===== config.mk =====
export PLATFORM = sky130hd
export DESIGN_NAME = add_serial_arb
export DESIGN_NICKNAME = d
export VERILOG_FILES = /design/src/rtl/add_serial_arb.sv
export SDC_FILE = /design/constraint.sdc
export NUM_CORES = 1
export LEC_CHECK = 0
export CAP_MARGIN = 10
export CORE_MARGIN = 2
export CORE_UTILIZATION = 40
export CTS_CLUSTER_DIAMETER = 150
export DETAILED_ROUTE_END_ITERATION = 12
export GPL_ROUTABILITY_DRIVEN = 1
export PLACE_DENSITY = 0.79
export SLEW_MARGIN = 0
export SYNTH_ARGS = -nofsm -noshare
export SYNTH_HDL_FRONTEND = slang
export SYNTH_SLANG_ARGS = --single-unit

===== constraint.sdc =====
create_clock -name clk -period 1.8 [get_ports clk]
set_input_delay 0.36 -clock clk [delete_from_list [all_inputs] [get_ports clk]]
set_output_delay 0.36 -clock clk [all_outputs]
set_load 0.01 [all_outputs]

===== src/rtl/add_serial_arb.sv =====
// Purpose: four requesters share one bit-serial adder through a round-robin arbiter.
// Latency: request seen in IDLE at cycle 0 -> rsp_valid at cycle WIDTH+1; one op per WIDTH+2 cycles.
// Backpressure: none on the response side; losing/late requests simply wait while busy.
// Optional: define ADD_SERIAL_ARB_SAT_EN to saturate rsp_sum to all-ones on carry-out.
module add_serial_arb #(
  parameter int WIDTH = 8
) (
  input  logic                 clk,
  input  logic                 rst,
  input  logic [3:0]           req,
  input  logic [4*WIDTH-1:0]   a_in,
  input  logic [4*WIDTH-1:0]   b_in,
  output logic [3:0]           gnt,
  output logic                 busy,
  output logic                 rsp_valid,
  output logic [1:0]           rsp_id,
  output logic [WIDTH-1:0]     rsp_sum,
  output logic                 rsp_cout
);

  localparam int CW = $clog2(WIDTH + 1);

  localparam logic [1:0] S_IDLE = 2'd0;
  localparam logic [1:0] S_ADD  = 2'd1;
  localparam logic [1:0] S_DONE = 2'd2;

  logic [1:0]       state;
  logic [1:0]       rr_ptr;
  logic [1:0]       win;
  logic [CW-1:0]    count;
  logic             carry;
  logic [WIDTH-1:0] a_reg;
  logic [WIDTH-1:0] b_reg;
  logic [WIDTH-1:0] sum_sr;
  logic [WIDTH-1:0] rsp_sum_q;
  logic             rsp_cout_q;

  logic             pick_vld;
  logic [1:0]       pick_id;
  logic [1:0]       cand;
  logic             sum_bit;
  logic             carry_nxt;
  logic [WIDTH-1:0] sum_full;
  logic [WIDTH-1:0] final_sum;

  // Round-robin pick: scan from rr_ptr downward in priority so the nearest requester wins.
  always_comb begin
    pick_vld = 1'b0;
    pick_id  = rr_ptr;
    cand     = rr_ptr;
    for (int k = 3; k >= 0; k--) begin
      cand = rr_ptr + 2'(k);
      if (req[cand]) begin
        pick_vld = 1'b1;
        pick_id  = cand;
      end
    end
  end

  // One full-adder slice per cycle; the sum bit enters at the MSB so LSB ends at bit 0.
  always_comb begin
    sum_bit   = a_reg[0] ^ b_reg[0] ^ carry;
    carry_nxt = (a_reg[0] & b_reg[0]) | (a_reg[0] & carry) | (b_reg[0] & carry);
    sum_full  = {sum_bit, sum_sr[WIDTH-1:1]};
`ifdef ADD_SERIAL_ARB_SAT_EN
    final_sum = carry_nxt ? {WIDTH{1'b1}} : sum_full;
`else
    final_sum = sum_full;
`endif
  end

  // Arbitration FSM plus serial datapath; response fields latch on the last ADD edge and hold.
  always_ff @(posedge clk or negedge rst) begin
    if (!rst) begin
      state      <= S_IDLE;
      gnt        <= 4'b0;
      rr_ptr     <= 2'd0;
      win        <= 2'd0;
      count      <= '0;
      carry      <= 1'b0;
      a_reg      <= '0;
      b_reg      <= '0;
      sum_sr     <= '0;
      rsp_sum_q  <= '0;
      rsp_cout_q <= 1'b0;
    end else begin
      case (state)
        S_IDLE: begin
          if (pick_vld) begin
            gnt    <= 4'b0001 << pick_id;
            win    <= pick_id;
            a_reg  <= a_in[WIDTH*pick_id +: WIDTH];
            b_reg  <= b_in[WIDTH*pick_id +: WIDTH];
            count  <= '0;
            carry  <= 1'b0;
            sum_sr <= '0;
            state  <= S_ADD;
          end
        end
        S_ADD: begin
          a_reg  <= a_reg >> 1;
          b_reg  <= b_reg >> 1;
          carry  <= carry_nxt;
          sum_sr <= sum_full;
          count  <= count + CW'(1);
          if (count == CW'(WIDTH - 1)) begin
            rsp_sum_q  <= final_sum;
            rsp_cout_q <= carry_nxt;
            state      <= S_DONE;
          end
        end
        S_DONE: begin
          rr_ptr <= win + 2'd1;
          gnt    <= 4'b0;
          state  <= S_IDLE;
        end
        default: state <= S_IDLE;
      endcase
    end
  end

  assign busy      = (state != S_IDLE);
  assign rsp_valid = (state == S_DONE);
  assign rsp_id    = win;
  assign rsp_sum   = rsp_sum_q;
  assign rsp_cout  = rsp_cout_q;

endmodule

==> qor.log <==
qor: yosys.ys_seq_elements 47
qor: yosys.syn-instance-count 258
qor: yosys.share_of_synthesized_flip_flops_with_an_asynchronous_set_or_reset 1.00
qor: timing.rsz0062_at_grt no
qor: critical_path.path_cells or2_4 -> buf_4 -> clkdlybuf4s15_1
qor: timing.timing.fmax 585 MHz
qor: finish.num_antenna_cells 0
qor: clocking.cts_max_path_buffers 2
qor: critical_path.worst_setup_path_end_kind output pin
qor: yosys.synth_area_leader_cell sky130_fd_sc_hd__dfrtp_1
qor: finish.area.growth.synth_to_final 58.4%
qor: route.routed_wire_length_per_instance 17.6 µm
qor: die.total_core_area 6460 µm²
qor: die.fp.dieArea 7450 µm²
qor: yosys.synthFlopType sky130_fd_sc_hd__dfrtp_1
qor: pwr.power_density_of_the_placed_cells 1430 nW/µm²
qor: timing.hold_viol_final 0
qor: global_routing.grt_max_degree 46
qor: finish.drive_gt1_frac 0.305
qor: route.dr.first_iter.drc_count 99
qor: die.floorplan.die.width 86.3 µm
qor: clocking.cts_buffers 5
qor: yosys.yosysWarnings 0
qor: global_routing.grt.overflow.total 0
qor: clocking.ctsHtreeMaxLevel 2
qor: timing.setup_viol_count_final 0
qor: critical_path.timing.critical_path.slowest_stage_cell sky130_fd_sc_hd__dfrtp_1
qor: global_routing.first_global_vias 2676
qor: yosys.synth_top_cell_area_share 0.434
qor: critical_path.cp_slowest_stage_delay 0.40 ns
qor: clocking.clkSlewWorstSetupHoldPaths 0.09 ns
qor: critical_path.worst_r2r_path_depth 6
qor: route.via_count_of_the_routed_design 2564
qor: clocking.cts.root.buffer_cell sky130_fd_sc_hd__clkbuf_8
qor: yosys.syn-num-nets 330
qor: yosys.synth_area 2710 µm²
qor: placement.numPlacedInstances 445
qor: global_routing.grt_first_pass_wirelength 12.7 mm
qor: pwr.vdd_drop_max 769 µV
qor: critical_path.critical_path_required 1.44 ns
qor: pwr.cellLeakagePower 1.86 nW
qor: route.first_pass_iters 6
qor: timing.final.hold.worst_slack 0.365 ns
qor: placement.buffer_ports.inserted 86
qor: yosys.ys_types 48
qor: clocking.insertion_delay 0.32 ns
qor: global_routing.number_of_antenna_violations_at_the_first_check_in_global_routing 0
qor: yosys.post-synth-top-count-cell sky130_fd_sc_hd__dfrtp_1
qor: outcome.status finished clean
qor: timing.final_min_period_over_clock_period 0.950
qor: timing.report.final.slew_viol_count 0
qor: clocking.cts.sinks 47
qor: timing.period_needed 1.71 ns
qor: yosys.post_synth_edffs 0
qor: pwr.post-layout-total-power 6.13 mW
qor: die.number_of_cell_rows 29
qor: route.ant_nets 0
qor: die.top_level_ports 87
qor: die.start_util 0.420
qor: critical_path.crit_arrival 1.35 ns
qor: placement.gp_congestion 0.818
qor: route.remaining_drc_errors 0
qor: critical_path.r2r-start state[1]$_DFFE_PN0P_
qor: hold_path.worst_hold_path_type primary input to async pin
qor: critical_path.critPathKind flip-flop to output pin
qor: yosys.synth.area.top_cells sky130_fd_sc_hd__dfrtp_1 43%, sky130_fd_sc_hd__mux2i_1 6.6%, sky130_fd_sc_hd__a221oi_1 4.5%
qor: yosys.synth_top_cells_by_count 47 x sky130_fd_sc_hd__dfrtp_1, 30 x sky130_fd_sc_hd__nand2_1, 18 x sky130_fd_sc_hd__mux2i_1, 18 x sky130_fd_sc_hd__o21ai_0
qor: critical_path.worstSetupStartpointType flip-flop
qor: critical_path.worst_r2r_dst a_reg[3]$_DFFE_PN0P_
qor: route.vias_per_cell 5.57
qor: critical_path.critical_path_peak_fanout 3
qor: die.die_h 86.3 µm
qor: finish.design.final.nets 454
qor: critical_path.reg2reg_slack 0.09 ns
qor: timing.relative_slew_slack 0.783
qor: yosys.ys_seq_area_frac 0.434
qor: timing.finalClockSkew 0.00767 ns
qor: placement.post-dp-hpwl 5.77 mm
qor: global_routing.grt_usage 0.217
qor: timing.worst_slew_pin_slew 0.324 ns
qor: clocking.tritoncts_clock_tree done
qor: yosys.synthesized_area_per_cell 10.5 µm²
qor: route.routed_wirelength 8.09 mm
qor: run.maxCapViolations 0
qor: finish.final-instance-count-excl-fill 460
-- layout make-up --
type	instances	area (µm²)
flip-flops and latches	47	1180
clock buffers	5	68.8
clock inverters	3	25.0
well taps	77	96.3
fillers	500	2170
multi-input cells	181	1590
inverters	14	52.6
repair buffers	133	1290
-- what timing repair did --
| action | in CTS | in global routing |
|---|---|---|
| hold buffers | 1 | 0 |
| setup buffers | 3 | 1 |
| endpoints found under the setup margin | 25 | 16 |
| endpoints found under the hold margin | 2 | 0 |
| gates cloned | 0 | 2 |
| pin swaps | 2 | 4 |
| gates resized for setup | 25 | 27 |
-- worst max-delay path by stage --
stage,end,start,cells after the start,slack (ns)
global route,b_reg[4]$_DFFE_PN0P_,state[1]$_DFFE_PN0P_,6,0.006
global placement,a_reg[2]$_DFFE_PN0P_,req[3],8,-0.49
CTS,a_reg[3]$_DFFE_PN0P_,req[1],8,-0.02
floorplan,a_reg[0]$_DFFE_PN0P_,rr_ptr[1]$_DFFE_PN0P_,7,0.004
finish,busy,state[1]$_DFFE_PN0P_,3,0.09
detailed placement,a_reg[3]$_DFFE_PN0P_,req[0],7,-0.57
-- metal layers --
metal / GRT usage / vias up / routed length (µm)
met2: 0.378 / 83 / 4080
li1: - / 1217 / -
met3: 0.0362 / 14 / 381
met4: 0.0810 / 0 / 164
met5: 0 / - / 0
met1: 0.270 / 1250 / 3460
-- placed cells by master (no fill, tap or decap), types with 3 or more instances in the layout --
master                            netlist  final
sky130_fd_sc_hd__a221oi_1              14      4
sky130_fd_sc_hd__a221oi_2               0     10
sky130_fd_sc_hd__buf_12                 1      5
sky130_fd_sc_hd__buf_4                  0     37
sky130_fd_sc_hd__clkbuf_8               2      5
sky130_fd_sc_hd__clkdlybuf4s50_1        0     79
sky130_fd_sc_hd__dfrtp_1               47     47
sky130_fd_sc_hd__dlygate4sd2_1          0      4
sky130_fd_sc_hd__inv_1                 14     14
sky130_fd_sc_hd__mux2_2                 9      9
sky130_fd_sc_hd__mux2i_1               18     17
sky130_fd_sc_hd__nand2_1               30     30
sky130_fd_sc_hd__nand3_1               10     10
sky130_fd_sc_hd__nor2_1                 3      3
sky130_fd_sc_hd__nor2b_2                1      3
sky130_fd_sc_hd__o21ai_0               18     18
sky130_fd_sc_hd__o22a_1                 9      9
sky130_fd_sc_hd__o22a_2                 4      4
sky130_fd_sc_hd__o31a_1                14     14
sky130_fd_sc_hd__o31ai_2                0     11
sky130_fd_sc_hd__or2_4                  0      3
-- kinds of logic (layout without fill, tap and decap cells) --
family	after synthesis	after routing	share of synthesized area
XOR/XNOR	2	2	0.00646
AO/OA/AOI/OAI	88	89	0.257
multiplexers	27	27	0.104
flip-flops	47	47	0.434
AND/OR/NAND/NOR	61	61	0.121
adder cells (fa/ha/maj)	2	2	0.0120
buffers and inverters	31	155	0.0660
-- report_power, final --
part / leakage [nW] / switching [mW] / internal [mW] / total [mW]
logic: 1.23 / 1.64 / 1.93 / 3.57
registers: 0.588 / 0.350 / 1.55 / 1.90
clock network: 0.0443 / 0.387 / 0.278 / 0.665
total: 1.86 / 2.37 / 3.76 / 6.13
-- worst max-delay path: cells and delay by family (launching register included) --
| family | cells | cell delay [ns] |
|---|---|---|
| simple gates | 1 | 0.26 |
| buf+inv | 2 | 0.36 |
| flops | 1 | 0.40 |
-- stage by stage --
stage,setup TNS (ns),util,instance area [µm²],worst slack (ns)
floorplan,0,-,2710,0.00389
CTS,-0.0173,0.639,4130,-0.0173
global route,0,0.664,4290,0.00611
global placement,-11.57,0.606,3910,-0.487
detailed placement,-12.88,0.606,3910,-0.572
finish,0,0.664,4290,0.0897
Power figures use the tool's default switching activity.
